--- src/rtl/ps2_text_line_if.sv ---
// Keyboard-code and pixel-scan bundle between the PS/2 line editor and the VGA text overlay.
interface ps2_text_line_if #(
  parameter int MAX_CHARS = 16
);
  localparam int CW = $clog2(MAX_CHARS + 1);

  logic [7:0]    PS2_code;
  logic          PS2_code_ready;
  logic          PS2_make_code;
  logic [9:0]    pixel_X_pos;
  logic [9:0]    pixel_Y_pos;
  logic [5:0]    character_address;
  logic          line_active;
  logic [CW-1:0] char_count;
  logic          line_full;

  modport master (
    output PS2_code, PS2_code_ready, PS2_make_code, pixel_X_pos, pixel_Y_pos,
    input  character_address, line_active, char_count, line_full
  );

  modport slave (
    input  PS2_code, PS2_code_ready, PS2_make_code, pixel_X_pos, pixel_Y_pos,
    output character_address, line_active, char_count, line_full
  );
endinterface

--- src/rtl/ps2_text_line.sv ---
// Editable one-line text buffer fed by PS/2 make codes; supplies char_rom addresses
// for the pixel currently being scanned.
module ps2_text_line #(
  parameter int MAX_CHARS   = 16,
  parameter int LINE_Y      = 320,
  parameter int START_X     = 360,
  parameter int SCROLL_MODE = 1
) (
  input  logic           CLOCK_50_I,
  input  logic           resetn,
  ps2_text_line_if.slave bus
);
  localparam int         CW    = $clog2(MAX_CHARS + 1);
  localparam int         IW    = (MAX_CHARS > 1) ? $clog2(MAX_CHARS) : 1;
  localparam logic [5:0] SPACE = 6'o40;
  localparam logic [6:0] ROW   = 7'(LINE_Y >> 3);
  localparam logic [6:0] COL0  = 7'(START_X >> 3);

  logic          ready_buf;
  logic [CW-1:0] count;
  logic [5:0]    slots [MAX_CHARS];
  logic          key_event;
  logic          is_print;
  logic [5:0]    key_char;
  logic          full;
  logic [6:0]    col;
  logic [IW-1:0] idx;
  logic          active;

  assign key_event = bus.PS2_code_ready & ~ready_buf & bus.PS2_make_code;
  assign full      = (count == CW'(MAX_CHARS));

  always_comb begin
    is_print = 1'b1;
    key_char = SPACE;
    case (bus.PS2_code)
      8'h45: key_char = 6'o60;  8'h16: key_char = 6'o61;
      8'h1E: key_char = 6'o62;  8'h26: key_char = 6'o63;
      8'h25: key_char = 6'o64;  8'h2E: key_char = 6'o65;
      8'h36: key_char = 6'o66;  8'h3D: key_char = 6'o67;
      8'h3E: key_char = 6'o70;  8'h46: key_char = 6'o71;
      8'h1C: key_char = 6'o01;  8'h32: key_char = 6'o02;
      8'h21: key_char = 6'o03;  8'h23: key_char = 6'o04;
      8'h24: key_char = 6'o05;  8'h2B: key_char = 6'o06;
      8'h34: key_char = 6'o07;  8'h33: key_char = 6'o10;
      8'h43: key_char = 6'o11;  8'h3B: key_char = 6'o12;
      8'h42: key_char = 6'o13;  8'h4B: key_char = 6'o14;
      8'h3A: key_char = 6'o15;  8'h31: key_char = 6'o16;
      8'h44: key_char = 6'o17;  8'h4D: key_char = 6'o20;
      8'h15: key_char = 6'o21;  8'h2D: key_char = 6'o22;
      8'h1B: key_char = 6'o23;  8'h2C: key_char = 6'o24;
      8'h3C: key_char = 6'o25;  8'h2A: key_char = 6'o26;
      8'h1D: key_char = 6'o27;  8'h22: key_char = 6'o30;
      8'h35: key_char = 6'o31;  8'h1A: key_char = 6'o32;
      8'h29: key_char = SPACE;
      default: is_print = 1'b0;
    endcase
  end

  // Slots at or beyond count are kept as spaces so the display needs no count compare.
  always_ff @(posedge CLOCK_50_I or negedge resetn) begin
    if (!resetn) begin
      ready_buf <= 1'b0;
      count     <= '0;
      for (int i = 0; i < MAX_CHARS; i++) slots[i] <= SPACE;
    end else begin
      ready_buf <= bus.PS2_code_ready;
      if (key_event) begin
        if (bus.PS2_code == 8'h5A) begin
          for (int i = 0; i < MAX_CHARS; i++) slots[i] <= SPACE;
          count <= '0;
        end else if (bus.PS2_code == 8'h66) begin
          if (count != '0) begin
            for (int i = 0; i < MAX_CHARS; i++)
              if (i == int'(count) - 1) slots[i] <= SPACE;
            count <= count - 1'b1;
          end
        end else if (is_print) begin
          if (!full) begin
            for (int i = 0; i < MAX_CHARS; i++)
              if (i == int'(count)) slots[i] <= key_char;
            count <= count + 1'b1;
          end else if (SCROLL_MODE != 0) begin
            for (int i = 0; i < MAX_CHARS - 1; i++) slots[i] <= slots[i+1];
            slots[MAX_CHARS-1] <= key_char;
          end
        end
      end
    end
  end

  // Wrapping 7-bit subtract makes columns left of START_X look huge, hence inactive.
  assign col    = bus.pixel_X_pos[9:3] - COL0;
  assign idx    = col[IW-1:0];
  assign active = (bus.pixel_Y_pos[9:3] == ROW) && (col < 7'(MAX_CHARS));

  assign bus.line_active       = active;
  assign bus.character_address = active ? slots[idx] : SPACE;
  assign bus.char_count        = count;
  assign bus.line_full         = full;
endmodule

--- src/flat_wrapper.sv ---
// flat-port wrapper written by rule: the top's interface ports become plain ports
module ps2_text_line_flat 
#(
  parameter int MAX_CHARS   = 16,
  parameter int LINE_Y      = 320,
  parameter int START_X     = 360,
  parameter int SCROLL_MODE = 1
)
  (CLOCK_50_I, resetn, bus_PS2_code, bus_PS2_code_ready, bus_PS2_make_code, bus_pixel_X_pos, bus_pixel_Y_pos, bus_character_address, bus_line_active, bus_char_count, bus_line_full);
  ps2_text_line_if #(.MAX_CHARS(MAX_CHARS)) bus_i ();
  input  logic CLOCK_50_I;
  input  logic resetn;
  input wire logic [$bits(bus_i.PS2_code)-1:0] bus_PS2_code;
  input wire logic [$bits(bus_i.PS2_code_ready)-1:0] bus_PS2_code_ready;
  input wire logic [$bits(bus_i.PS2_make_code)-1:0] bus_PS2_make_code;
  input wire logic [$bits(bus_i.pixel_X_pos)-1:0] bus_pixel_X_pos;
  input wire logic [$bits(bus_i.pixel_Y_pos)-1:0] bus_pixel_Y_pos;
  output wire logic [$bits(bus_i.character_address)-1:0] bus_character_address;
  output wire logic [$bits(bus_i.line_active)-1:0] bus_line_active;
  output wire logic [$bits(bus_i.char_count)-1:0] bus_char_count;
  output wire logic [$bits(bus_i.line_full)-1:0] bus_line_full;
  assign bus_i.PS2_code = bus_PS2_code;
  assign bus_i.PS2_code_ready = bus_PS2_code_ready;
  assign bus_i.PS2_make_code = bus_PS2_make_code;
  assign bus_i.pixel_X_pos = bus_pixel_X_pos;
  assign bus_i.pixel_Y_pos = bus_pixel_Y_pos;
  assign bus_character_address = bus_i.character_address;
  assign bus_line_active = bus_i.line_active;
  assign bus_char_count = bus_i.char_count;
  assign bus_line_full = bus_i.line_full;
  ps2_text_line #(.MAX_CHARS(MAX_CHARS), .LINE_Y(LINE_Y), .START_X(START_X), .SCROLL_MODE(SCROLL_MODE)) u_core (.CLOCK_50_I(CLOCK_50_I), .resetn(resetn), .bus(bus_i));
endmodule
--- config.mk ---
export PLATFORM = sky130hd
export DESIGN_NAME = ps2_text_line_flat
export DESIGN_NICKNAME = d
export VERILOG_FILES = /design/src/rtl/ps2_text_line_if.sv /design/src/rtl/ps2_text_line.sv /design/src/flat_wrapper.sv
export SDC_FILE = /design/constraint.sdc
export NUM_CORES = 1
export LEC_CHECK = 0
export ABC_CLOCK_PERIOD_IN_PS = 5300
export CAP_MARGIN = 20
export CORE_MARGIN = 1.5
export CORE_UTILIZATION = 45
export DETAILED_ROUTE_END_ITERATION = 10
export SLEW_MARGIN = 20
export SYNTH_ARGS = -nofsm -noshare
export SYNTH_HDL_FRONTEND = slang
export SYNTH_SLANG_ARGS = --single-unit
--- constraint.sdc ---
create_clock -name CLOCK_50_I -period 5.3 [get_ports CLOCK_50_I]
set_clock_uncertainty 0.1 [all_clocks]
set_input_delay 0.53 -clock CLOCK_50_I [delete_from_list [all_inputs] [get_ports CLOCK_50_I]]
set_output_delay 0.53 -clock CLOCK_50_I [all_outputs]
set_load 0.03 [all_outputs]
Word level (Yosys, flattened, before mapping) --
Index checks and enable logic that the tools add are counted.
Word-level totals: register bits 102, input bits 32, word-level logic and storage cells 204
Cells by class: add/subtract/negate cells 4, magnitude comparators 2, equal/unequal tests 89, multiplexer cells 48, bitwise gates (word level) 4, reductions and logical operators 39
Operators by type and width (count):
- $mux 96 | 5
- $eq 5x32->1 const A | 8
- $pmux 6 s36 | 1
- $mux 6 | 35
- $eq 8x6->1 const B | 23
- $eq 4x32->1 const A | 4
- $reduce_and 5->1 | 16
- $eq 8x7->1 const B | 9
- $eq 3x32->1 const A | 2
- $reduce_bool 4->1 | 16
- $eq 8x5->1 const B | 7
- $ne 3x2->1 const B | 17
- $eq 5x5->1 const A | 8
- $reduce_or 37->1 | 1
- $eq 2x32->1 const A | 1
- $logic_not 32->1 | 1
- $mux 5 | 5
- $bmux 6 s4 | 1
- $eq 4x5->1 const A | 4
- $eq 3x5->1 const A | 2
- $eq 7x6->1 const B | 1
- $lt 7x5->1 const B | 1
- $sub 7x6->7 const B | 1
- $sub 5x1->6 const B | 1
- other kinds (15) | 16

Longest topological paths before layout --
Gate-level depths: netlist (run 1).
depth in word-level cells 7, gate-level depth with buffers 12, mapped depth without buffers 10

Worst setup path before layout (run 1) --
OpenSTA, ideal clock, no wires.
path kind input to output, from in bus_pixel_X_pos[3], to out bus_character_address[4], arrival 3.027 ns, setup slack 1.643 ns, cell stages on the path 10, cells stage by stage clkbuf_1 inv_1 ha_1 clkbuf_1 clkbuf_1 clkbuf_1 mux4_2 mux2i_1 nand2_1 and3_1
On the way: longest elaborated chain between the ends 6
RTL lines:
- start: declaration | line flat_wrapper.sv:16 | input wire logic [$bits(bus_i.pixel_X_pos)-1:0] bus_pixel_X_pos;
- $sub 7x6->7 * | line ps2_text_line.sv:93 | assign col = bus.pixel_X_pos[9:3] - COL0;
- $not 4->5 (implied by the code) | line ps2_text_line.sv:98 | assign bus.character_address = active ? slots[idx] : SPACE;
- $bmux 6 s4 | line ps2_text_line.sv:98
- $mux 6 (implied by the code) (2 in series) | line ps2_text_line.sv:98
- $mux 6 * | line ps2_text_line.sv:98
- end: declaration | line flat_wrapper.sv:18 | output wire logic [$bits(bus_i.character_address)-1:0] bus_character_address;
Every way passes the cells marked *; elsewhere a longest branch is shown, timed or not. The select of a mux whose other input is x is not followed.

Worst setup path after layout (run 1) --
from in bus_pixel_X_pos[4], to out bus_character_address[4]
Same word-level chain as after synthesis.

==> impl_metrics.yaml, run 1 <==
timing:
  max_freq_ghz: 0.237
  maxSlewHeadroom_pct: 37.4
  hold_viol: 0
  setup_viol: 0
  tightest_slew_ps: 933
  slew_viol_final: 0
  finalSetupTns_ps: 0
  min_period_over_period_pct: 79.7
  period_needed_ps: 4220
  rsz0062_at_grt: "false"
die:
  core_area_um2: 14700
  die_area_um2: 15900
  initial_core_util_pct: 46.5
  pin_count: 45
  die_h_um: 126
  rows: 44
  die_w_um: 126
global_routing:
  use_met3_pct: 5.06
  grt_util_met2_pct: 37.8
  grt_pass1_vias: 5637
  grt_first_pass_wirelength_mm: 31.2
  grt.overflow.total: 0
  grt-busiest-layer: "met2"
  use_met1_pct: 36.8
  grt_max_degree: 85
  grt_usage_pct: 24.7
  antenna_found_initial: 0
clock_network:
  ctsResizeCount: 0
  clockBufferDepth: 2
  cts_hold_buf: 0
  cts_max_level: 3
  cts_setup_buffers: 0
  clkTransAtPathRegs_ps: 70
  cts_tree: "yes"
  clockRootBuffer: "clkbuf_16"
  cts_buffers: 9
  clock-sinks: 102
  insertion_delay_ps: 350
layout:
  areaGrowthSynthToFinish_pct: 10.8
  layout-drive-gt1-share_pct: 14.9
  nNetsFinal: 790
  diodes: 0
worst_setup_path:
  endpoint_kind: "primary output"
  cpPeakStageDelay_ps: 600
  path_cells: "clkdlybuf4s50_1 > inv_1 > ha_1 > buf_4 > mux4_2 > mux2i_1 > nand2_1 > and3_1 > clkdlybuf4s50_1"
  crit_path_frequent_cell: "clkdlybuf4s50_1"
  cp.buffers_inverters: 4
  critPathMaxFanout: 19
  cp_data_required_time_ps: 4670
  slowest_stage: "clkdlybuf4s50_1"
  start_kind: "input pin"
  criticalPathCategory: "input pin to primary output"
  critPathArrivalTime_ps: 3590
  critPathTopFamily: "buffers and inverters"
power:
  leakagePower_uw: 0.00311
  p_clk_share_pct: 33.4
  irDropWorstVdd_mv: 0.163
  p_per_area_nw_per_um2: 255
  combPwrFrac_pct: 21.3
  seq_power_share_pct: 45.3
  sw_frac_of_total_pct: 31.5
  finalPower_uw: 1930
  p_switching_uw: 608
  internal_power_uw: 1320
routing:
  viasPerCell: 6.38
  routed_wirelength_mm: 19.2
  ant_nets: 0
  drc_errors: 0
  post_drt_wl_per_cell_um: 20.4
  routed-via-count: 6009
  first_pass_iters: 5
  drt_iter0_drc: 563
logic_synthesis:
  synth_area_um2: 6830
  yosys.area.top_type: "dfrtp_1"
  synth-seq-cells: 102
  synth_top_area_share_pct: 31.5
  yosysSeqAreaShare_pct: 37.7
  synth-main-ff-cell: "dfrtp_1"
  synth.avg_cell_area_um2: 9.13
  syn-instance-count: 748
  yosys_warnings: 0
  synth_edf_count: 0
  synth.area.top_cells: "dfrtp_1 32%, mux4_2 8.2%, dfstp_2 6.2%"
  synth_cell_types: 71
  syn_nets: 785
  async_flop_share_pct: 100
hold_path:
  hold_class: "input pin to async pin"
run:
  drv_cap: 0
place:
  dp_hpwl_mm: 13.1
  place.gp.congestion: 0.888
  io_buffers: 38
run_status:
  outcome: "finished, final reports clean"
per-stage QoR:
step	area, um2	utilization [%]	cells	worst slack [ps]	hold slack (ps)
after floorplan	6830	-	748	1640	134
after global placement	7280	49.5	926	1080	374
after detailed placement	7280	49.5	926	1090	383
after CTS	7570	51.5	942	1070	181
after global routing	7570	51.5	942	944	221
final	7570	51.5	942	1080	155
synth_stat cells, drive strengths merged (4+ instances only):
cell type    n
o21ai      102
nand2       94
dfrtp       86
nor2        50
a21oi       48
o31ai       40
clkbuf      33
buf         30
mux4        25
nand3       24
a31oi       21
mux2i       17
dfstp       16
inv         15
nor2b       14
nand4       10
a311o        8
and3         8
nor3b        8
a22oi        7
a21o         6
nand2b       6
nor4b        6
xor2         6
mux2         5
ha           4
nor3         4
o211ai       4
state kept, by name, summed over array words and instances (netlist names):
name                   cells
u_core.slots              96
u_core.bus.char_count      5
u_core.ready_buf           1
power by group through the flow:
stage,combinational (uW),clock (uW),sequential [uW]
2_1_floorplan,274,0,878
3_3_place_gp,401,0,886
4_1_cts,410,661,874
6_report,412,644,875
3_5_place_dp,408,0,887
5_1_grt,451,691,882
logic make-up after synthesis:
logic type / count (synthesis) / synth area share [%]
multiplexers: 47 / 11.6
buffers and inverters: 78 / 5.29
XOR/XNOR: 8 / 1.03
flip-flops: 102 / 37.7
AO/OA/AOI/OAI: 260 / 24.7
adder cells (fa/ha/maj): 5 / 1.03
AND/OR/NAND/NOR: 248 / 18.7
per-layer routing:
metal | vias to the layer above | wire length [um]
met3 | 15 | 1070
met2 | 201 | 8690
met1 | 3000 | 9240
li1 | 2793 | -
met5 | - | 0
met4 | 0 | 190
path summary, 6_finish.rpt:
path | cells after the start | endpoint | from | slack, ps
setup / recovery | 9 | bus_character_address[4] | bus_pixel_X_pos[4] | 1080
hold / removal | 1 | u_core.bus.char_count[0] | resetn | 160
setup reg to reg | 9 | u_core.slots[11] | u_core.bus.char_count[1] | 2210
hold reg to reg | 2 | u_core.slots[95] | u_core.slots[95] | 390
max in group asynchronous | 2 | u_core.slots[70] | resetn | 3860
min in group CLOCK_50_I | 2 | u_core.slots[95] | u_core.slots[95] | 390
final cells by class:
class / instances / area, um2
fill: 1337 / 7130
multi-input combinational: 568 / 3910
sequential: 102 / 2570
timing repair buffer: 57 / 515
clock buffer: 10 / 239
tap: 184 / 230
inverter: 15 / 56.3
clock inverter: 6 / 43.8
layout by cell type, fill, tap and decap left out, types with 4 or more instances in the layout:
| cell | n |
|---|---|
| dfrtp_1 | 86 |
| a21oi_1 | 48 |
| a21o_1 | 6 |
| nand2b_1 | 6 |
| buf_4 | 20 |
| dfstp_2 | 16 |
| a31oi_1 | 21 |
| clkdlybuf4s50_1 | 36 |
| nand4_1 | 10 |
| clkbuf_16 | 9 |
| and3_1 | 8 |
| ha_1 | 4 |
| xor2_1 | 6 |
| o21ai_0 | 57 |
| inv_1 | 13 |
| nor3b_1 | 8 |
| nor2b_1 | 14 |
| nand2_1 | 93 |
| a22oi_1 | 7 |
| o211ai_1 | 4 |
| nand3_1 | 22 |
| a311o_1 | 8 |
| o31ai_1 | 25 |
| mux2i_1 | 17 |
| o31ai_2 | 15 |
| mux4_2 | 25 |
| o21ai_1 | 45 |
| nor2_1 | 50 |
Note: power is estimated with default switching activity, not from simulation.
==> inputs of run 2 (changes only) <==
--- a/config.mk
+++ b/config.mk
@@ -5,7 +5,7 @@
 export SDC_FILE = /design/constraint.sdc
 export NUM_CORES = 1
 export LEC_CHECK = 0
-export ABC_CLOCK_PERIOD_IN_PS = 5300
+export ABC_CLOCK_PERIOD_IN_PS = 4100
 export CAP_MARGIN = 20
 export CORE_MARGIN = 1.5
 export CORE_UTILIZATION = 45
==> constraint.sdc (replaced) <==
create_clock -name CLOCK_50_I -period 4.1 [get_ports CLOCK_50_I]
set_clock_uncertainty 0.1 [all_clocks]
set_input_delay 0.41 -clock CLOCK_50_I [delete_from_list [all_inputs] [get_ports CLOCK_50_I]]
set_output_delay 0.41 -clock CLOCK_50_I [all_outputs]
set_load 0.03 [all_outputs]
==> run 2 against run 1 <==
Compared with the run above: wire length is 1.5% higher; design area rose by 2.4%; die area unchanged; via count grew 2.3%; cell count grew 2.3%; register-to-register slack lost 1200 ps; sequential share of layout area down 0.79 points; global-route usage increased by 0.33 points; non-clock buffer count increased by 21; sequential power rose by 29%; flip-flop and latch count stayed put; critical path type unchanged; critical endpoint is now bus_character_address[5]; largest power group unchanged.
==> impl_metrics.yaml, run 2 (synthesized netlist as in run 1, its figures left out) <==
timing:
  hold_viol: 0
  finalSetupTns_ps: 0
  rsz0062_at_grt: "false"
  period_needed_ps: 3780
  maxSlewHeadroom_pct: 33.9
  setup_viol: 0
  tightest_slew_ps: 992
  max_freq_ghz: 0.265
  slew_viol_final: 0
  min_period_over_period_pct: 92.1
hold_path:
  hold_class: "input pin to async pin"
power:
  leakagePower_uw: 0.00323
  irDropWorstVdd_mv: 0.221
  finalPower_uw: 2570
  p_per_area_nw_per_um2: 332
  internal_power_uw: 1800
  combPwrFrac_pct: 21.1
  sw_frac_of_total_pct: 30.2
  seq_power_share_pct: 44.0
  p_clk_share_pct: 34.9
  p_switching_uw: 776
die:
  core_area_um2: 14700
  die_w_um: 126
  pin_count: 45
  initial_core_util_pct: 46.5
  die_area_um2: 15900
  die_h_um: 126
  rows: 44
clock_network:
  clkTransAtPathRegs_ps: 70
  ctsResizeCount: 0
  clockBufferDepth: 2
  insertion_delay_ps: 350
  clockRootBuffer: "clkbuf_16"
  cts_max_level: 3
  cts_setup_buffers: 0
  cts_tree: "yes"
  clock-sinks: 102
  cts_hold_buf: 0
  cts_buffers: 9
global_routing:
  grt_pass1_vias: 5766
  grt_first_pass_wirelength_mm: 31.5
  antenna_found_initial: 1
  grt.overflow.total: 0
  grt_max_degree: 83
  grt_usage_pct: 25.1
routing:
  routed_wirelength_mm: 19.5
  routed-via-count: 6149
  ant_nets: 0
  first_pass_iters: 5
  viasPerCell: 6.38
  drt_iter0_drc: 754
  drc_errors: 0
  post_drt_wl_per_cell_um: 20.2
worst_setup_path:
  slowest_stage: "clkdlybuf4s50_1"
  cp.buffers_inverters: 3
  r2r_start: "u_core.bus.char_count[1]"
  reg2regPathDepth: 7
  critPathTopFamily: "buffers and inverters"
  path_cells: "clkdlybuf4s50_1 > inv_1 > ha_1 > mux4_2 > mux4_2 > or3_1 > clkdlybuf4s50_1"
  critPathArrivalTime_ps: 3270
  reg2reg_to: "u_core.slots[63]"
  critPathMaxFanout: 5
  start_kind: "input pin"
  cpPeakStageDelay_ps: 590
  rrSetupSlack_ps: 1050
  cp_data_required_time_ps: 3590
  criticalPathCategory: "input pin to primary output"
  endpoint_kind: "primary output"
place:
  io_buffers: 38
  place.gp.congestion: 0.914
  dp_hpwl_mm: 13.6
layout:
  layout_commonest_cell: "nand2_1"
  areaGrowthSynthToFinish_pct: 13.4
  final_cell_mix: "93 x nand2_1, 86 x dfrtp_1, 57 x o21ai_0"
  nNetsFinal: 811
  top_register: "u_core.slots"
  nFillCells: 1343
  layout-drive-gt1-share_pct: 17.5
  largest_reg_flops: 96
run_status:
  outcome: "finished, final reports clean"
run:
  drv_cap: 0
-- run 2: metrics by stage --
step                hold slack [ps]  setup slack (ps)  std cells  area (um2)  util [%]
floorplan                      14.4               683        748        6830         -
global placement                372               272        947        7430      50.5
detailed placement              379               221        947        7430      50.5
CTS                             142               299        963        7740      52.6
global route                    170               189        963        7740      52.7
finish                         90.2               322        964        7740      52.7
-- run 2: area by class of cell --
cell class,instances,area (um2),share of cell area [%]
antenna,1,2.50,0.0323
inverter,15,56.3,0.727
multi-input combinational,568,3910,50.5
tap,184,230,2.97
clock inverter,4,52.6,0.679
clock buffer,12,256,3.31
sequential,102,2570,33.2
timing repair buffer,78,666,8.59
-- run 2: worst reg2reg max path, cell delays in order (launching register included) --
cell and delay [ps]:
dfrtp_1 550, nor4_1 500, nand2_2 150, buf_4 370
a21oi_1 320, a21oi_1 100, a311o_1 520, o31ai_1 340
-- run 2: how the worst max path moves through the flow --
stage | startpoint | endpoint | slack (ps) | depth (start not counted)
2_1_floorplan | bus_pixel_X_pos[3] | bus_character_address[4] | 680 | 10
3_3_place_gp | bus_PS2_code[2] | u_core.slots[59] | 270 | 8
3_5_place_dp | bus_PS2_code[2] | u_core.slots[59] | 220 | 8
4_1_cts | bus_pixel_X_pos[4] | bus_character_address[5] | 300 | 7
5_1_grt | bus_pixel_X_pos[4] | bus_character_address[5] | 190 | 7
6_report | bus_pixel_X_pos[4] | bus_character_address[5] | 320 | 7
-- run 2: power by group through the flow --
stage	Sequential, uW	Clock [uW]	Combinational, uW
5_1_grt	1140	952	599
3_5_place_dp	1150	0	540
2_1_floorplan	1130	0	354
6_report	1130	897	544
3_3_place_gp	1150	0	529
4_1_cts	1130	916	542
-- run 2: layer usage --
metal	share of wire, %	global-route usage, %	wire length [um]	vias up
met5	0	0	0	-
met4	1.6	6.63	318	0
met3	6.5	5.56	1270	27
met2	45	37.7	8700	236
met1	47	36.7	9190	3048
li1	-	-	-	2838
==> inputs of run 3 (changes only) <==
--- a/config.mk
+++ b/config.mk
@@ -5,11 +5,12 @@
 export SDC_FILE = /design/constraint.sdc
 export NUM_CORES = 1
 export LEC_CHECK = 0
-export ABC_CLOCK_PERIOD_IN_PS = 4100
+export ABC_CLOCK_PERIOD_IN_PS = 3300
 export CAP_MARGIN = 20
 export CORE_MARGIN = 1.5
 export CORE_UTILIZATION = 45
 export DETAILED_ROUTE_END_ITERATION = 10
+export PLACE_DENSITY = 0.66
 export SLEW_MARGIN = 20
 export SYNTH_ARGS = -nofsm -noshare
 export SYNTH_HDL_FRONTEND = slang
==> constraint.sdc (replaced) <==
create_clock -name CLOCK_50_I -period 3.3 [get_ports CLOCK_50_I]
set_clock_uncertainty 0.1 [all_clocks]
set_input_delay 0.33 -clock CLOCK_50_I [delete_from_list [all_inputs] [get_ports CLOCK_50_I]]
set_output_delay 0.33 -clock CLOCK_50_I [all_outputs]
set_load 0.03 [all_outputs]
==> run 3 against run 2 <==
Compared with the run above: flip-flop and latch count unchanged; clock power grew 26%; critical path depth stayed put; sequential power increased by 25%; clock-buffer cell count down 1; global-route usage increased by 0.85 points; setup slack got worse by 200 ps; first-iteration DRC count fell by 30%; sequential share of layout area shrank 2.4 points; core utilization increased by 4.0 points; critical path type unchanged; critical endpoint unchanged.
==> impl_metrics.yaml, run 3 (synthesized netlist as in run 1, its figures left out) <==
run:
  drv_cap: 0
worst_setup_path:
  critPathArrivalTime_ps: 2750
  r2r_start: "u_core.bus.char_count[1]"
  critPathMaxFanout: 3
  endpoint_kind: "primary output"
  start_kind: "input pin"
  criticalPathCategory: "input pin to primary output"
  cp_data_required_time_ps: 2870
  reg2reg_to: "u_core.slots[87]"
  reg2regPathDepth: 7
  rrSetupSlack_ps: 500
clock_network:
  clockBufferDepth: 2
  clkTransAtPathRegs_ps: 70
  clockRootBuffer: "clkbuf_16"
  insertion_delay_ps: 360
  cts_setup_buffers: 0
  cts_buffers: 9
  cts_max_level: 3
  clock-sinks: 102
  cts_tree: "yes"
run_status:
  outcome: "finished, final reports clean"
layout:
  layout_commonest_cell: "buf_4"
  nFillCells: 1278
  diodes: 0
  nNetsFinal: 877
  stdcell_count: 1029
  final_cell_mix: "98 x buf_4, 93 x nand2_1, 86 x dfrtp_1"
  largest_reg_flops: 96
  areaGrowthSynthToFinish_pct: 22.0
  layout-drive-gt1-share_pct: 23.8
  top_register: "u_core.slots"
routing:
  viasPerCell: 6.13
  ant_nets: 0
  routed-via-count: 6311
  routed_wirelength_mm: 19.5
  post_drt_wl_per_cell_um: 18.9
  drc_errors: 0
  first_pass_iters: 5
  drt_iter0_drc: 525
global_routing:
  antenna_found_initial: 0
  grt_pass1_vias: 6357
  grt_first_pass_wirelength_mm: 32.9
  grt_max_degree: 81
  grt.overflow.total: 0
  grt_usage_pct: 25.9
die:
  die_area_um2: 15900
  pin_count: 45
  die_h_um: 126
  rows: 44
  initial_core_util_pct: 46.5
  core_area_um2: 14700
  die_w_um: 126
place:
  io_buffers: 38
  place_ws_ps: -300
  dp_hpwl_mm: 14.5
  placedCellCount: 1012
  place.gp.congestion: 0.905
timing:
  tightest_slew_ps: 787
  slew_viol_final: 0
  period_needed_ps: 3180
  rsz0062_at_grt: "false"
  maxSlewHeadroom_pct: 47.3
  max_freq_ghz: 0.315
  min_period_over_period_pct: 96.3
  finalSetupTns_ps: 0
  fin_ws_ps: 124
  setup_viol: 0
  hold_viol: 0
power:
  leakagePower_uw: 0.00361
  irDropWorstVdd_mv: 0.263
  p_per_area_nw_per_um2: 394
hold_path:
  min_path_cells: 1
  min_from: "bus_PS2_code_ready"
  holdPathEnd: "u_core.ready_buf"
  hold_class: "input pin to flip-flop"
## run 3: critical path, cell delays in order
cell and delay (ps):
clkdlybuf4s50_1 490, inv_1 70, ha_2 380, mux4_2 510, mux4_2 460, or3_1 310, clkbuf_2 190
## run 3: final cells by class
type	count	area, um2	share of cell area, %
clock buffer	11	253	3.03
clock inverter	5	61.3	0.736
inverter	15	56.3	0.675
multi-input combinational	568	3910	46.9
sequential	102	2570	30.9
tap	184	230	2.76
timing repair buffer	144	1250	15.0
## run 3: worst max-delay path by stage
stage / cells past startpoint / endpoint / startpoint / slack, ps
final: 7 / bus_character_address[5] / bus_pixel_X_pos[4] / 120
after global routing: 10 / bus_character_address[1] / bus_pixel_X_pos[4] / 20
after global placement: 7 / bus_character_address[5] / bus_pixel_X_pos[4] / -260
after CTS: 8 / bus_character_address[5] / bus_pixel_X_pos[4] / -60
after detailed placement: 8 / bus_character_address[5] / bus_pixel_X_pos[4] / -300
after floorplan: 10 / bus_character_address[4] / bus_pixel_X_pos[3] / 40
## run 3: power breakdown
part / switching [uW] / internal (uW) / leakage (uW)
registers: 85.0 / 1320 / 0.00135
logic: 422 / 324 / 0.00211
clock network: 491 / 637 / 0.000157
total: 998 / 2280 / 0.00361
## run 3: stage by stage
| stage | cell area [um2] | power [uW] | utilization [%] | hold slack (ps) |
|---|---|---|---|---|
| 3_5_place_dp | 8020 | 2160 | 54.5 | 348 |
| 2_1_floorplan | 6830 | 1850 | - | -65.6 |
| 4_1_cts | 8330 | 3290 | 56.7 | 346 |
| 5_1_grt | 8340 | 3430 | 56.7 | 358 |
| 6_report | 8340 | 3280 | 56.7 | 363 |
| 3_3_place_gp | 8010 | 2140 | 54.5 | 339 |
## run 3: metal layers
metal	vias to the layer above	wire [um]	global-route usage (%)
met5	-	0	0
met4	0	332	8.59
met3	25	960	3.10
met2	206	9670	43.8
met1	3105	8520	34.9
li1	2975	-	-
## run 3: what timing repair did
action,in CTS,in global routing
setup endpoints to repair,6,6
endpoints found under the hold margin,39,0
resized for setup,6,4
hold buffers,1,0
==> RTL change 1, RTL diff (config.mk and constraints of run 2) <==
`SCROLL_MODE` is set to 1 in 2 places; all go to 0.
--- a/src/rtl/ps2_text_line.sv
+++ b/src/rtl/ps2_text_line.sv
@@ -6,3 +6,3 @@
   parameter int START_X     = 360,
-  parameter int SCROLL_MODE = 1
+  parameter int SCROLL_MODE = 0
 ) (
--- a/src/flat_wrapper.sv
+++ b/src/flat_wrapper.sv
@@ -6,3 +6,3 @@
   parameter int START_X     = 360,
-  parameter int SCROLL_MODE = 1
+  parameter int SCROLL_MODE = 0
 )
Function: no difference found for any inputs over 4 cycles, from zero or initial values and one cycle with resetn low; that may be too few to reach the edited logic, so the function may still have changed.
==> RTL change 1 against run 2 <==
The flow now finishes with violations (negative hold slack). Via count shrank 29%. Synthesized cell count decreased by 30%. Power decreased by 13%. Cell area decreased by 9.6%. Area after synthesis down 10%. Sequential cell count did not move. Setup slack worse by 0.042 ns. Sequential share of layout area grew 3.5 points. Critical path depth stayed put. Wire length fell by 27%. Register-to-register slack improved by 0.53 ns. Largest power group unchanged.
==> RTL change 1: results (changes against run 2) <==
| Metric | Value |
|---|---|
| Tot GR Track Use | 21.36% (-3.7 points) |
| List of most frequent post-synthesis cells | mux2_1, dfrtp_1, nand2_1 |
| Grt met1 use | 29.37% (-7.3 points) |
| Ant diodes | 0 (-1) |
| Nets@finish | 594 (-27%) |
| Post-synth cell types | 64 (-9.9%) |
| Total Routed Length | 14260 µm (-27%) |
| Maximum vdd ir drop | 0.0002108 V (-4.8%) |
| Worst EP arrival | 3.31 ns (+0.04 ns) |
| Compound-Gate Fraction of Synth Area | 9.718% (-15 points) |
| Via Count | 4352 (-29%) |
| Layout cell share with drive strength beyond 1 | 18.86% (+1.4 points) |
| Antenna violations before repair | 0 (-1) |
| Syn Nets | 562 (-28%) |
| Post-DP HPWL | 10040 µm (-26%) |
| Drt pass-1 iters | 4 (-1) |
| Mux cell area share after synthesis | 29.03% (+17 points) |
| Seq/Total Area, Yosys | 42.06% (+4.4 points) |
| Met3 GRT Util | 3.660% (-1.9 points) |
| Max FO, Critical Path | 10 (+5) |
| Worst hold path class | input pin to async pin |
| Final Hold Viols | 7 (+7) |
| Top area cells in the synthesized netlist | dfrtp_1, mux2_1, mux4_2, dfstp_2, mux2i_1 |
| Filler Cell Count | 1174 (-13%) |
| Failing checks | negative hold slack |
| IO Port Bufs | 38 (unchanged) |
| Cell family with most CP delay | buffers and inverters |
| Synth Area in XOR/XNOR | 1.002% (-0.023 points) |
| RD Place Congestion | 0.9027 (-1.3%) |
| Largest net degree at the start of global routing | 82 (-1.2%) |
| First-pass GRT wire length | 23730 µm (-25%) |
| DP Worst Slack | 0.2801 ns (+0.05923 ns) |
| GR Util met2 | 34.70% (-3.0 points) |
| Relative slew slack | 38.43% (+4.6 points) |
| P_leak | 0.003161 µW (-2.2%) |
| Drt initial violations | 195 (-74%) |
| Worst hold margin | -0.02314 ns (-0.1133 ns) |
| Status | finished, violations left |
| DP Area | 6728 µm² (-9.4%) |
| Post-synthesis adder-cell area fraction | 1.146% (+0.12 points) |
==> RTL change 1: cell type report <==
class / instances / area (µm²) / area share [%]
clock buffers: 11 / 232.7 / 3.325
clock inverters: 5 / 35.03 / 0.5005
inverters: 8 / 30.03 / 0.4290
multi-input cells: 371 / 3329 / 47.57
flip-flops and latches: 102 / 2572 / 36.75
well taps: 176 / 220.2 / 3.146
repair buffers: 65 / 579.3 / 8.277
==> RTL change 1: cell families (layout without fill, tap and decap cells) <==
logic type / count (synthesis) / in the layout
AO/OA/AOI/OAI: 85 / 85
XOR/XNOR: 7 / 7
AND/OR/NAND/NOR: 140 / 140
flip-flops: 102 / 102
adder cells (fa/ha/maj): 5 / 5
buffers and inverters: 52 / 89
multiplexers: 134 / 134
==> RTL change 1: path summary, 6_finish.rpt <==
| path | from | endpoint | slack (ns) | depth (start not counted) |
|---|---|---|---|---|
| setup / recovery | bus_pixel_X_pos[4] | bus_character_address[5] | 0.28 | 7 |
| hold reg to reg | u_core.slots[6] | u_core.slots[6] | 0.38 | 1 |
| min in group CLOCK_50_I | u_core.slots[6] | u_core.slots[6] | 0.38 | 1 |
| hold / removal | resetn | u_core.slots[33] | -0.02 | 1 |
| max in group asynchronous | resetn | u_core.slots[94] | 3.12 | 2 |
| setup reg to reg | u_core.bus.char_count[3] | u_core.slots[38] | 1.58 | 6 |
==> RTL change 1: per-stage QoR <==
step | utilization [%] | instances | hold WS (ns)
after floorplan | - | 525 | 0.01441
after global placement | 50.80 | 722 | 0.3617
after detailed placement | 50.80 | 722 | 0.3712
after CTS | 52.83 | 738 | 0.1726
after global routing | 52.85 | 738 | 0.03748
final | 52.85 | 738 | -0.02314
==> RTL change 1: per-layer routing <==
metal / up-vias / share of wire [%]
met1: 2182 / 46
met5: - / 0
met4: 0 / 2.0
li1: 2024 / -
met3: 17 / 4.3
met2: 129 / 48
==> RTL change 1: power by group <==
group | internal (µW) | switching [µW]
Clock | 414 | 378
Sequential | 1040 | 45.6
Combinational | 154 | 215
==> RTL change 2, RTL diff (settings of run 2) <==
Made on the original files. Make the reset (`resetn`) synchronous in one clocked block.
--- a/src/rtl/ps2_text_line.sv
+++ b/src/rtl/ps2_text_line.sv
@@ -60,3 +60,3 @@
   // Slots at or beyond count are kept as spaces so the display needs no count compare.
-  always_ff @(posedge CLOCK_50_I or negedge resetn) begin
+  always_ff @(posedge CLOCK_50_I) begin
     if (!resetn) begin
Formal check against the unedited RTL: differs if resetn is asserted again (counterexample within 4 cycles, from zero or initial values and one cycle with resetn low); with resetn held inactive, the same outputs for 4 cycles.
==> RTL change 2 against run 2 <==
Sequential cell count did not move. Cell area rose by 0.34%. Setup slack got worse by 0.013 ns. Area after synthesis fell by 3.4%. Sequential share of layout area rose by 5.4 points. Core utilization rose by 1.2 points. Power fell by 8.1%. Critical path depth rose by 2. Wire length rose by 0.99%. Critical endpoint is now bus_character_address[3]. Highest routed layer unchanged.
==> RTL change 2: results (changes against run 2) <==
| Metric | Value |
|---|---|
| Relative slew slack | 50.81% (+17 points) |
| Nets@finish | 752 (-7.3%) |
| RD Place Congestion | 0.9005 (-1.5%) |
| Largest net degree at the start of global routing | 41 (-51%) |
| Clock Power | 868 µW (-3.2%) |
| Vias per cell | 6.175 (-3.2%) |
| Drt wl/cell | 21.76 µm (+7.7%) |
| Post-synth EDFFs | 96 (+96) |
| Post-synthesis adder-cell area fraction | 1.062% (+0.036 points) |
| Top area cells in the synthesized netlist | edfxtp_1, mux4_2, nand2_1, o21ai_0, mux2i_1 |
| DP Worst Slack | 0.2345 ns (+0.01362 ns) |
| Filler Cell Count | 1353 (+0.74%) |
| Post-synth cell types | 72 (+1.4%) |
| Layout cell share with drive strength beyond 1 | 16.81% (-0.65 points) |
| Post-synthesis async set-or-reset flop share | 0% (-100 points) |
| Seq pwr | 1180 µW (+4%) |
| Ant diodes | 0 (-1) |
| Reg-to-reg endpoint | u_core.slots[8][5] |
| Vias in the first global route | 5406 (-6.2%) |
| Worst EP arrival | 3.28 ns (about the same) |
| Reg2reg start | u_core.bus.char_count[0] |
| Max FO, Critical Path | 16 (+11) |
| Status | finished clean |
| DRT met1 WL | 8616 µm (-6.2%) |
| Antenna violations before repair | 0 (-1) |
| Maximum vdd ir drop | 0.0002179 V (-1.5%) |
| First-pass GRT wire length | 30830 µm (-2.0%) |
| Met3 wire len | 1321 µm (+3.9%) |
## RTL change 2: changes by cell type in the layout (fill, tap and decap cells not counted), moves of 21 or more
cell      before  now
edfxtp_1       0   96
o21ai_1       45   19
nand2_1       93  118
o31ai_1       25    4
a21oi_1       48   17
dfrtp_1       86    0
## RTL change 2: layer usage
layer	up-vias	track usage, %
met2	251	42.99
met1	2714	37.81
met4	0	7.599
met3	25	4.350
met5	-	0
li1	2592	-
## RTL change 2: final cells by class
cell class | instances | share of cell area (%)
timing repair buffer | 101 | 11.24
sequential | 102 | 38.64
multi-input combinational | 490 | 42.70
clock buffer | 13 | 3.623
tap | 184 | 2.962
inverter | 11 | 0.5313
clock inverter | 3 | 0.3059
## RTL change 2: how the worst max path moves through the flow
| stage | to | slack (ns) | cells after the start |
|---|---|---|---|
| global route | bus_character_address[3] | 0.16 | 9 |
| detailed placement | u_core.slots[5][2] | 0.23 | 11 |
| global placement | u_core.slots[8][5] | 0.21 | 10 |
| CTS | bus_character_address[3] | 0.27 | 9 |
| floorplan | bus_character_address[0] | 0.16 | 11 |
| finish | bus_character_address[3] | 0.31 | 9 |
## RTL change 2: through the flow
step / utilization (%) / cells / hold slack [ns] / cell area, µm² / total power (µW)
final: 53.88 / 904 / 0.4516 / 7771 / 2366
after global routing: 53.88 / 904 / 0.4716 / 7771 / 2440
after CTS: 53.88 / 904 / 0.4514 / 7771 / 2370
after detailed placement: 51.76 / 888 / 0.4364 / 7466 / 1518
after global placement: 51.76 / 888 / 0.4274 / 7466 / 1514
after floorplan: - / 650 / 0.4163 / 6596 / 1393
## RTL change 2: worst min-delay path: stages, from the launching register on
cell      delay (ns)
edfxtp_1        0.34
nand2_1         0.04
o21ai_0         0.06
